**src/rtl/key_event_conditioner_pkg.sv**
```systemverilog
// -----------------------------------------------------------------------------
// key_event_conditioner_pkg
//   Shared definitions for the two-button key event conditioner:
//   - chan_state_t : per-channel debounce FSM state encoding (2 bits)
//   - DEBOUNCE_CYCLES_DEFAULT / LONG_PRESS_CYCLES_DEFAULT : parameter defaults
//     (20 ms and 3 s at CLK_HZ)
//   - CLK_HZ : nominal system clock frequency
//   - count_reached() : "one more sample reaches the target" test done in
//     33 bits so the 32-bit counters are never allowed to wrap.
// -----------------------------------------------------------------------------
package key_event_conditioner_pkg;

  localparam int unsigned CLK_HZ = 100000000;

  localparam logic [31:0] DEBOUNCE_CYCLES_DEFAULT   = 32'd2000000;
  localparam logic [31:0] LONG_PRESS_CYCLES_DEFAULT = 32'd300000000;

  typedef enum logic [1:0] {
    ST_RELEASED   = 2'd0,
    ST_PRESS_DB   = 2'd1,
    ST_PRESSED    = 2'd2,
    ST_RELEASE_DB = 2'd3
  } chan_state_t;

  // True when the sample being taken now is the target-th consecutive one.
  // A target of 0 behaves like 1 (accept on the first sample).
  function automatic logic count_reached(input logic [31:0] count,
                                         input logic [31:0] target);
    return ({1'b0, count} + 33'd1) >= {1'b0, target};
  endfunction

endpackage

```
**src/rtl/key_event_conditioner_if.sv**
```systemverilog
// -----------------------------------------------------------------------------
// key_event_conditioner_if
//   Bundles the button inputs and the conditioned key event outputs.
//   There is no valid/ready handshake on this bus: every *_key / *_long signal
//   is a registered single-cycle strobe that is sampled on the rising clock
//   edge and cannot be back-pressured; *_level signals are plain levels.
//
//   Signals:
//     left_raw, right_raw     : asynchronous bouncing buttons, 1 = pressed
//     left_key, right_key     : one-cycle accepted-press strobes
//     both_key                : one-cycle strobe when both presses coincide
//     left_long, right_long   : one-cycle long-press strobes
//     left_level, right_level : debounced button levels
//     left_state, right_state : debug view of each channel FSM state
//
//   Modports:
//     master : the button/consumer side (drives raw inputs)
//     slave  : the conditioner (drives events, levels, debug state)
// -----------------------------------------------------------------------------
interface key_event_conditioner_if;
  import key_event_conditioner_pkg::*;

  logic        left_raw;
  logic        right_raw;
  logic        left_key;
  logic        right_key;
  logic        both_key;
  logic        left_long;
  logic        right_long;
  logic        left_level;
  logic        right_level;
  chan_state_t left_state;
  chan_state_t right_state;

  modport master (
    output left_raw, right_raw,
    input  left_key, right_key, both_key, left_long, right_long,
    input  left_level, right_level, left_state, right_state
  );

  modport slave (
    input  left_raw, right_raw,
    output left_key, right_key, both_key, left_long, right_long,
    output left_level, right_level, left_state, right_state
  );

endinterface

```
**src/rtl/key_event_conditioner_debounce_channel.sv**
```systemverilog
// -----------------------------------------------------------------------------
// key_debounce_channel
//   One button channel: 2-flop synchronizer, debounce FSM
//   (RELEASED / PRESS_DB / PRESSED / RELEASE_DB), debounce counter and
//   long-press hold counter.
//
//   Ports:
//     clk, reset  : system clock, synchronous active-high reset
//     raw         : asynchronous bouncing button, 1 = pressed
//     level       : debounced level (high in PRESSED and RELEASE_DB)
//     press       : combinational strobe, high in the cycle the FSM accepts
//                   a press (registered by the parent)
//     long_press  : combinational strobe, high in the cycle the hold counter
//                   reaches LONG_PRESS_CYCLES (registered by the parent)
//     state       : debug view of the FSM state register
//
//   Timing: a clean raw edge reaches sync_q two cycles later; that sample is
//   the first of the DEBOUNCE_CYCLES consecutive samples, so the parent's
//   registered pulse appears 2 + DEBOUNCE_CYCLES cycles after the raw edge.
// -----------------------------------------------------------------------------
module key_debounce_channel
  import key_event_conditioner_pkg::*;
#(
  parameter logic [31:0] DEBOUNCE_CYCLES   = DEBOUNCE_CYCLES_DEFAULT,
  parameter logic [31:0] LONG_PRESS_CYCLES = LONG_PRESS_CYCLES_DEFAULT
) (
  input  logic        clk,
  input  logic        reset,
  input  logic        raw,
  output logic        level,
  output logic        press,
  output logic        long_press,
  output chan_state_t state
);

  logic        sync_meta;
  logic        sync_q;
  chan_state_t state_q;
  chan_state_t state_d;
  logic [31:0] db_cnt_q;
  logic [31:0] db_cnt_d;
  logic [31:0] hold_cnt_q;
  logic [31:0] hold_cnt_d;

  // Synchronizer: nothing else in the channel looks at raw directly.
  always_ff @(posedge clk) begin
    if (reset) begin
      sync_meta <= 1'b0;
      sync_q    <= 1'b0;
    end else begin
      sync_meta <= raw;
      sync_q    <= sync_meta;
    end
  end

  always_ff @(posedge clk) begin
    if (reset) begin
      state_q    <= ST_RELEASED;
      db_cnt_q   <= 32'd0;
      hold_cnt_q <= 32'd0;
    end else begin
      state_q    <= state_d;
      db_cnt_q   <= db_cnt_d;
      hold_cnt_q <= hold_cnt_d;
    end
  end

  always_comb begin
    state_d    = state_q;
    db_cnt_d   = db_cnt_q;
    hold_cnt_d = hold_cnt_q;
    press      = 1'b0;
    long_press = 1'b0;

    case (state_q)
      ST_RELEASED: begin
        db_cnt_d   = 32'd0;
        hold_cnt_d = 32'd0;
        if (sync_q) begin
          // This sample already counts as the first stable high.
          if (count_reached(32'd0, DEBOUNCE_CYCLES)) begin
            state_d = ST_PRESSED;
            press   = 1'b1;
          end else begin
            state_d  = ST_PRESS_DB;
            db_cnt_d = 32'd1;
          end
        end
      end

      ST_PRESS_DB: begin
        if (!sync_q) begin
          state_d  = ST_RELEASED;
          db_cnt_d = 32'd0;
        end else if (count_reached(db_cnt_q, DEBOUNCE_CYCLES)) begin
          state_d  = ST_PRESSED;
          db_cnt_d = 32'd0;
          press    = 1'b1;
        end else begin
          db_cnt_d = db_cnt_q + 32'd1;
        end
      end

      ST_PRESSED: begin
        // Hold counter saturates at LONG_PRESS_CYCLES, so the strobe can
        // only fire once per press.
        if (hold_cnt_q < LONG_PRESS_CYCLES) begin
          hold_cnt_d = hold_cnt_q + 32'd1;
          if (hold_cnt_q + 32'd1 == LONG_PRESS_CYCLES) begin
            long_press = 1'b1;
          end
        end
        if (!sync_q) begin
          if (count_reached(32'd0, DEBOUNCE_CYCLES)) begin
            state_d    = ST_RELEASED;
            db_cnt_d   = 32'd0;
            hold_cnt_d = 32'd0;
          end else begin
            state_d  = ST_RELEASE_DB;
            db_cnt_d = 32'd1;
          end
        end
      end

      ST_RELEASE_DB: begin
        // Hold counter is frozen here so a short glitch does not restart
        // the long-press timing.
        if (sync_q) begin
          state_d  = ST_PRESSED;
          db_cnt_d = 32'd0;
        end else if (count_reached(db_cnt_q, DEBOUNCE_CYCLES)) begin
          state_d    = ST_RELEASED;
          db_cnt_d   = 32'd0;
          hold_cnt_d = 32'd0;
        end else begin
          db_cnt_d = db_cnt_q + 32'd1;
        end
      end

      default: begin
        state_d    = ST_RELEASED;
        db_cnt_d   = 32'd0;
        hold_cnt_d = 32'd0;
      end
    endcase
  end

  assign level = (state_q == ST_PRESSED) || (state_q == ST_RELEASE_DB);
  assign state = state_q;

endmodule

```
**src/rtl/key_event_conditioner.sv**
```systemverilog
// -----------------------------------------------------------------------------
// key_event_conditioner
//   Two-button front end for the gesture power controller. Each button is
//   synchronized and debounced by its own key_debounce_channel; this level
//   merges coincident presses into both_key and registers all strobes.
//
//   Ports:
//     clk   : 100 MHz system clock, all logic on its rising edge
//     reset : synchronous, active-high
//     keys  : key_event_conditioner_if.slave (raw buttons in; key/long
//             strobes, debounced levels and channel debug state out)
//
//   Parameters:
//     DEBOUNCE_CYCLES   : stable samples needed to accept a level change
//     LONG_PRESS_CYCLES : debounced-high hold count that signals a long press
// -----------------------------------------------------------------------------
module key_event_conditioner
  import key_event_conditioner_pkg::*;
#(
  parameter logic [31:0] DEBOUNCE_CYCLES   = DEBOUNCE_CYCLES_DEFAULT,
  parameter logic [31:0] LONG_PRESS_CYCLES = LONG_PRESS_CYCLES_DEFAULT
) (
  input  logic                    clk,
  input  logic                    reset,
  key_event_conditioner_if.slave  keys
);

  logic        left_press;
  logic        right_press;
  logic        left_long_press;
  logic        right_long_press;
  logic        left_level;
  logic        right_level;
  chan_state_t left_state;
  chan_state_t right_state;

  logic        left_key_q;
  logic        right_key_q;
  logic        both_key_q;
  logic        left_long_q;
  logic        right_long_q;

  key_debounce_channel #(
    .DEBOUNCE_CYCLES   (DEBOUNCE_CYCLES),
    .LONG_PRESS_CYCLES (LONG_PRESS_CYCLES)
  ) u_left (
    .clk        (clk),
    .reset      (reset),
    .raw        (keys.left_raw),
    .level      (left_level),
    .press      (left_press),
    .long_press (left_long_press),
    .state      (left_state)
  );

  key_debounce_channel #(
    .DEBOUNCE_CYCLES   (DEBOUNCE_CYCLES),
    .LONG_PRESS_CYCLES (LONG_PRESS_CYCLES)
  ) u_right (
    .clk        (clk),
    .reset      (reset),
    .raw        (keys.right_raw),
    .level      (right_level),
    .press      (right_press),
    .long_press (right_long_press),
    .state      (right_state)
  );

  // Same-cycle presses collapse into both_key only; long presses are never
  // merged and pass through independently.
  always_ff @(posedge clk) begin
    if (reset) begin
      left_key_q   <= 1'b0;
      right_key_q  <= 1'b0;
      both_key_q   <= 1'b0;
      left_long_q  <= 1'b0;
      right_long_q <= 1'b0;
    end else begin
      left_key_q   <= left_press & ~right_press;
      right_key_q  <= right_press & ~left_press;
      both_key_q   <= left_press & right_press;
      left_long_q  <= left_long_press;
      right_long_q <= right_long_press;
    end
  end

  assign keys.left_key    = left_key_q;
  assign keys.right_key   = right_key_q;
  assign keys.both_key    = both_key_q;
  assign keys.left_long   = left_long_q;
  assign keys.right_long  = right_long_q;
  assign keys.left_level  = left_level;
  assign keys.right_level = right_level;
  assign keys.left_state  = left_state;
  assign keys.right_state = right_state;

endmodule

```
**src/flat_wrapper.sv**
```systemverilog
// flat-port wrapper written by rule: the top's interface ports become plain ports
module key_event_conditioner_flat import key_event_conditioner_pkg::*;
#(
  parameter logic [31:0] DEBOUNCE_CYCLES   = DEBOUNCE_CYCLES_DEFAULT,
  parameter logic [31:0] LONG_PRESS_CYCLES = LONG_PRESS_CYCLES_DEFAULT
)
  (clk, reset, keys_left_raw, keys_right_raw, keys_left_key, keys_right_key, keys_both_key, keys_left_long, keys_right_long, keys_left_level, keys_right_level, keys_left_state, keys_right_state);
  key_event_conditioner_if keys_i ();
  input  logic clk;
  input  logic reset;
  input wire logic [$bits(keys_i.left_raw)-1:0] keys_left_raw;
  input wire logic [$bits(keys_i.right_raw)-1:0] keys_right_raw;
  output wire logic [$bits(keys_i.left_key)-1:0] keys_left_key;
  output wire logic [$bits(keys_i.right_key)-1:0] keys_right_key;
  output wire logic [$bits(keys_i.both_key)-1:0] keys_both_key;
  output wire logic [$bits(keys_i.left_long)-1:0] keys_left_long;
  output wire logic [$bits(keys_i.right_long)-1:0] keys_right_long;
  output wire logic [$bits(keys_i.left_level)-1:0] keys_left_level;
  output wire logic [$bits(keys_i.right_level)-1:0] keys_right_level;
  output wire logic [$bits(keys_i.left_state)-1:0] keys_left_state;
  output wire logic [$bits(keys_i.right_state)-1:0] keys_right_state;
  assign keys_i.left_raw = keys_left_raw;
  assign keys_i.right_raw = keys_right_raw;
  assign keys_left_key = keys_i.left_key;
  assign keys_right_key = keys_i.right_key;
  assign keys_both_key = keys_i.both_key;
  assign keys_left_long = keys_i.left_long;
  assign keys_right_long = keys_i.right_long;
  assign keys_left_level = keys_i.left_level;
  assign keys_right_level = keys_i.right_level;
  assign keys_left_state = keys_i.left_state;
  assign keys_right_state = keys_i.right_state;
  key_event_conditioner #(.DEBOUNCE_CYCLES(DEBOUNCE_CYCLES), .LONG_PRESS_CYCLES(LONG_PRESS_CYCLES)) u_core (.clk(clk), .reset(reset), .keys(keys_i));
endmodule
```
**config.mk**
```make
export PLATFORM = sky130hd
export DESIGN_NAME = key_event_conditioner_flat
export DESIGN_NICKNAME = d
export VERILOG_FILES = /design/src/rtl/key_event_conditioner_pkg.sv /design/src/rtl/key_event_conditioner_if.sv /design/src/rtl/key_event_conditioner_debounce_channel.sv /design/src/rtl/key_event_conditioner.sv /design/src/flat_wrapper.sv
export SDC_FILE = /design/constraint.sdc
export NUM_CORES = 1
export LEC_CHECK = 0
export CORE_ASPECT_RATIO = 1.25
export CORE_MARGIN = 3
export CORE_UTILIZATION = 43
export CTS_BUF_LIST = sky130_fd_sc_hd__clkbuf_16
export DETAILED_ROUTE_END_ITERATION = 8
export PLACE_DENSITY = 0.64
export SLEW_MARGIN = 20
export SYNTH_ARGS = -nofsm -noshare
export SYNTH_HDL_FRONTEND = slang
export SYNTH_HIERARCHICAL = 1
export SYNTH_SLANG_ARGS = --single-unit
```
**constraint.sdc**
```tcl
create_clock -name clk -period 3.3 [get_ports clk]
set_input_delay 0.33 -clock clk [delete_from_list [all_inputs] [get_ports clk]]
set_output_delay 0.33 -clock clk [all_outputs]
set_load 0.02 [all_outputs]
```
## After elaboration in Yosys (flattened, before gate mapping)

Index checks and enable logic that the tools add are counted.

- RAM bits: 0
- Logic and storage cells: 110
- ROM bits: 0
- Output and inout bits: 11
- Bits of input ports: 4
- Memories: 0
- Bits in latches: 0
- Register bits after elaboration: 141

- Div/mod/pow operators: 0
- Multipliers: 0
- Order comparisons: 4
- Multiplexer cells: 42
- Equal/unequal tests: 22
- Reduce and logical (&&, ||, !) cells: 12
- Add/subtract/negate cells: 6
- Bitwise operators: 9
- Shifts and indexed selects: 0

Operator list:

| kind | number |
|---|---|
| $mux W32 | 14 |
| $pmux W32 S4 | 2 |
| $pmux W32 S3 | 2 |
| $add A32 B1 Y32 const B | 4 |
| $add A32 B1 Y33 const B | 2 |
| $ge A33 B21 Y1 const B | 2 |
| $eq A32 B29 Y1 const B | 2 |
| $lt A32 B29 Y1 const B | 2 |
| $mux W2 | 12 |
| $ne A2 B2 Y1 const B | 10 |
| $pmux W2 S4 | 2 |
| $reduce_and A4 Y1 | 4 |
| $ne A3 B3 Y1 const B | 4 |
| $mux W1 | 10 |
| $eq A2 B2 Y1 const B | 4 |
| $not A1 Y1 | 6 |
| $reduce_bool A3 Y1 | 2 |
| $reduce_or A3 Y1 | 2 |
| $eq A2 B1 Y1 const B | 2 |
| $logic_not A2 Y1 | 2 |
| $and A1 B1 Y1 | 3 |
| $logic_or A1 B1 Y1 | 2 |

## Logic depth before layout (Yosys ltp)

- Word-level depth: 7
- Mapped depth: 13

## Cells and area by module

The synthesis kept the hierarchy.

By module, submodules not included:

| module | area an instance (um2) | instances | seq. area each (um2) | cells each |
|---|---|---|---|---|
| key_debounce_channel at u_core.u_right | 4,356.7 | 1 | 1,361.3 | 563 |
| key_debounce_channel at u_core.u_left | 4,249.1 | 1 | 1,361.3 | 550 |
| key_event_conditioner | 142.6 | 1 | 100.1 | 10 |

## Worst setup path after synthesis

OpenSTA, ideal clock, no wires.

- Kind: register to register
- Start: reg u_core.u_left.db_cnt_q[0]
- End: reg u_core.u_left.db_cnt_q[11]
- Buffers on the path: 4
- Stages on the path, launching flop included: 14
- Period minus slack after synthesis: 2,793 ps
- Setup slack: 507 ps
- Library setup time: 69 ps
- Data arrival time: 2,724 ps
- Cells stage by stage: dfxtp_1 ha_1 and3_1 buf_4 and4_1 buf_2 a211o_1 a22oi_1 nand4_1 a2111oi_4 buf_6 buf_6 nand3_1 o21ai_1

- Cells in the longest elaborated chain, start to end: 5
- Elaborated cells between the ends (all ways): 7

RTL lines:

| item | line | RTL |
|---|---|---|
| start: declaration | key_event_conditioner_debounce_channel.sv:40 | `logic [31:0] db_cnt_q;` |
| start signal: assignment | key_event_conditioner_debounce_channel.sv:63 | `db_cnt_q <= db_cnt_d;` |
| $add A32 B1 Y33 | key_event_conditioner_pkg.sv:29 | `return ({1'b0, count} + 33'd1) >= {1'b0, target};` |
| $ge A33 B21 Y1 | key_event_conditioner_pkg.sv:29 |  |
| $mux W32 * | key_event_conditioner_debounce_channel.sv:95, key_event_conditioner_debounce_channel.sv:131 |  |
| $mux W32 (on tied branches) | key_event_conditioner_debounce_channel.sv:128, key_event_conditioner_debounce_channel.sv:92 |  |
| $pmux W32 S4 * | key_event_conditioner_debounce_channel.sv:75 | `case (state_q)` |

Mark *: on every way between the ends. The rest lies on a longest branch, timed or not.
A chain may end at the register's enable or synchronous reset.

## Worst setup path after layout

- Start: reg u_core.u_right.db_cnt_q[6]
- End: reg u_core.right_key_q (netlist: u_core/keys.right_key)

- Cells in the longest elaborated chain, start to end: 6

RTL lines:

| item | line | RTL |
|---|---|---|
| start: declaration | key_event_conditioner_debounce_channel.sv:40 |  |
| start signal: assignment | key_event_conditioner_debounce_channel.sv:63 |  |
| $add A32 B1 Y33 | key_event_conditioner_pkg.sv:29 |  |
| $ge A33 B21 Y1 | key_event_conditioner_pkg.sv:29 |  |
| $mux W1 | key_event_conditioner_debounce_channel.sv:95 | `end else if (count_reached(db_cnt_q, DEBOUNCE_CYCLES)) begin` |
| $mux W1 | key_event_conditioner_debounce_channel.sv:92 | `if (!sync_q) begin` |
| $mux W1 | key_event_conditioner_debounce_channel.sv:75 |  |
| named net u_core.right_press | key_event_conditioner.sv:29 | `logic right_press;` |
| $and A1 B1 Y1 | key_event_conditioner.sv:80 | `right_key_q <= right_press & ~left_press;` |
| end signal: assignment | key_event_conditioner.sv:80 |  |
| end: declaration | key_event_conditioner.sv:38 | `logic right_key_q;` |

The timed path passes the listed nets, and every way through them passes these cells.

==> flow_summary.toml <==
[die]
die_y_um = 165
core_um2 = 19700
dieArea_um2 = 22100
placementRows = 57
io_pins = 15
fp.dieW_um = 134
start_util_pct = 44.4

[power_and_ir_drop]
p_int_uw = 2730
clkPwrFrac_pct = 49.9
power.total_uw = 3520
netSwitchingPower_uw = 787
ir_drop_mv = 0.393
combPwrFrac_pct = 1.5
p_sw_share_pct = 22.4
leakagePower_uw = 0.00319
power.density_nw_per_um2 = 367
p_seq_share_pct = 48.6

[yosys]
synthArstFlopShare_pct = 0
synthCells = 1123
synth.top_cell.area_share_pct = 32.3
synth_common_cells = "dfxtp_1 (141), nand2_1 (106), nand3_1 (84), nor2_1 (84), a21oi_1 (57)"
synth.avg_cell_area_um2 = 7.79
synth-edff-count = 0
yosysMostFrequentCell = "dfxtp_1"
ys_warn_count = 6
synth_top_cell_by_area = "dfxtp_1"
ys_seq_area_share_pct = 32.3
netlist_area_um2 = 8750
synth_nets = 1135
synthFlopType = "dfxtp_1"
synth_area_leaders = "dfxtp_1 (32%), nand3_1 (4.8%), nand2_1 (4.5%)"
ys_ff_latch = 141
synth_cell_type_count = 87

[global_routing]
grt_start_max_net_pins = 57
antenna_found_initial = 0
grt_pass1_vias = 7673
track_usage_pct = 19.8
grt_pass1_wl_um = 36800
grt_overflow = 0

[route]
viasPerCell = 5.99
drc = 0
drtIter0Drc = 667
detail-route-antenna-nets = 0
wl_per_cell_um = 15.5
route.vias.total = 8260
drtPass1Iterations = 5
wirelength_um = 21400

[cells_and_area]
stdcell_area_um2 = 9580
drive_above_1_share_pct = 9.16
syn2layout_area_growth_pct = 9.54
nNetsFinal = 1112
fin_cells = 1378
final.fill_count = 1991
diodes = 0

[setup_path]
cp_slowest_cell = "and4_1"
cpPeakStageDelay_ns = 0.52
crit_buf_inv = 1
crit_type = "register to register"
cpLargestDelayFamily = "simple AND/OR/NAND/NOR gates"
worstPathRequired_ns = 3.65
ff2ff_path_depth = 9
r2r-start = "u_core/u_right/db_cnt_q[6]"
worstPathCellList = "and3_1, and4_1, nand3_1, xnor2_1, o2111ai_2, o211a_4, nor4b_2, buf_4, nor3b_1"
cp_data_arrival_time_ns = 3.40
worstPathMaxFanout = 15
endpoint_kind = "register"
r2r_setup_slack_ns = 0.24
critPathLaunchType = "register"
regToRegEndpoint = "u_core/keys.right_key"

[hold_path]
whs_endpoint = "u_core/u_left/db_cnt_q[1]"
hold_path.class = "primary input to register"
whs_path_depth = 2
min-delay-start = "reset"

[sta]
relSlewSlack_pct = 54.6
hold_viol_final = 0
max_freq_mhz = 327
tightest_slew_ns = 0.681
setup_viol = 0
fin_crit_ns = 3.06
skew_ns = 0.00834
drv_slew = 0
period_share_pct = 92.6
hold_slack_ns = 0.191
setup_tns_ns = 0
rsz0062_at_grt = "false"

[placed_design]
port_buffers = 14
placed_cell_area_um2 = 9030
place_hpwl_um = 14400
place_inst = 1344
gp_congestion = 0.859

[cts]
clk_pin_slew_ns = 0.06
clockBufferDepth = 2
clock_latency_ns = 0.43
cts_max_level = 4
ctsHoldBuffers = 0
cts_tree = "yes"
cts_buffers = 17
clkSinkCount = 141
cts-root-buf = "clkbuf_16"

[run_status]
status = "finished clean"

[job]
maxCapViolations = 0
==> cells by family after synthesis <==
| logic type | after synthesis | share of synthesized area (%) |
|---|---|---|
| buffers and inverters | 110 | 5.81 |
| AOI/OAI and AO/OA | 271 | 22.2 |
| DFF | 141 | 32.3 |
| and+or+nand+nor | 562 | 35.4 |
| xor gates and xnor gates | 29 | 2.90 |
| muxes | 2 | 0.229 |
| adders and majority gates | 8 | 1.14 |
==> flip-flops by register name, indices dropped and copies added (netlist names), named ones only <==
register                   cells
u_core/u_left/db_cnt_q        32
u_core/u_left/hold_cnt_q      32
u_core/u_right/db_cnt_q       32
u_core/u_right/hold_cnt_q     32
u_core/keys.both_key           1
u_core/keys.left_key           1
u_core/keys.left_long          1
u_core/keys.right_key          1
u_core/keys.right_long         1
u_core/u_left/state            1
u_core/u_left/sync_meta        1
u_core/u_left/sync_q           1
u_core/u_right/state           1
u_core/u_right/sync_meta       1
u_core/u_right/sync_q          1
==> layer usage <==
| metal | GRT usage, % | part of all wire, % | up-vias |
|---|---|---|---|
| met2 | 34.2 | 48 | 138 |
| met1 | 24.7 | 47 | 3943 |
| met3 | 3.58 | 2.9 | 34 |
| met4 | 7.20 | 2.0 | 0 |
| li1 | - | - | 4145 |
| met5 | 0 | 0 | - |
==> final cells by class <==
type / instances / area, µm² / area share (%)
Multi-Input combinational cell: 872 / 5430 / 56.7
Tap cell: 265 / 332 / 3.46
Clock buffer: 17 / 425 / 4.44
Sequential cell: 141 / 2820 / 29.5
Timing Repair Buffer: 44 / 375 / 3.92
Clock inverter: 15 / 108 / 1.12
Inverter: 24 / 90.1 / 0.940
==> power by group through the flow <==
stage	Clock (µW)	Combinational, µW	Sequential, µW
CTS	1810	53.3	1710
detailed placement	0	53.2	1750
floorplan	0	35.2	1750
global route	1880	57.2	1710
finish	1760	52.9	1710
global placement	0	53.2	1750
==> timing repair <==
action	CTS	global route
setup buffers	0	2
setup endpoints to repair	1	1
gates resized for setup	1	0
pin swaps	0	1
==> layout by cell type (no fill, tap or decap), types with 28 or more instances in the layout <==
master	instances
buf_4	30
nor2_1	83
and3_1	28
a31oi_1	35
nand4_1	48
and2_1	32
dfxtp_1	141
a21oi_1	57
nand2_1	106
nor3_1	40
nand3_1	84
==> worst register-to-register path, delay by kind of cell, from the launching register on <==
kind / cells / cell delay (ns)
buf+inv: 1 / 0.20
xor+xnor: 1 / 0.22
compound gates: 2 / 0.55
simple gates: 5 / 1.59
flops: 1 / 0.42
==> worst max-delay path by stage <==
| stage | startpoint | to | slack, ns | depth (start not counted) |
|---|---|---|---|---|
| floorplan | u_core/u_left/db_cnt_q[0] | u_core/u_left/db_cnt_q[11] | 0.51 | 13 |
| global placement | u_core/u_right/db_cnt_q[6] | u_core/keys.right_key | 0.15 | 9 |
| detailed placement | u_core/u_right/db_cnt_q[0] | u_core/keys.right_key | 0.02 | 10 |
| CTS | u_core/u_right/db_cnt_q[0] | u_core/keys.right_key | 0.24 | 10 |
| global route | u_core/u_left/db_cnt_q[0] | u_core/u_left/hold_cnt_q[7] | 0.001 | 10 |
| finish | u_core/u_right/db_cnt_q[6] | u_core/keys.right_key | 0.24 | 9 |
==> stage by stage <==
stage,setup slack (ns),utilization (%)
floorplan,0.507,-
global placement,0.147,45.9
detailed placement,0.0224,45.9
CTS,0.239,48.6
global route,0.00129,48.7
finish,0.245,48.7
Note: power is estimated with default switching activity, not from simulation.
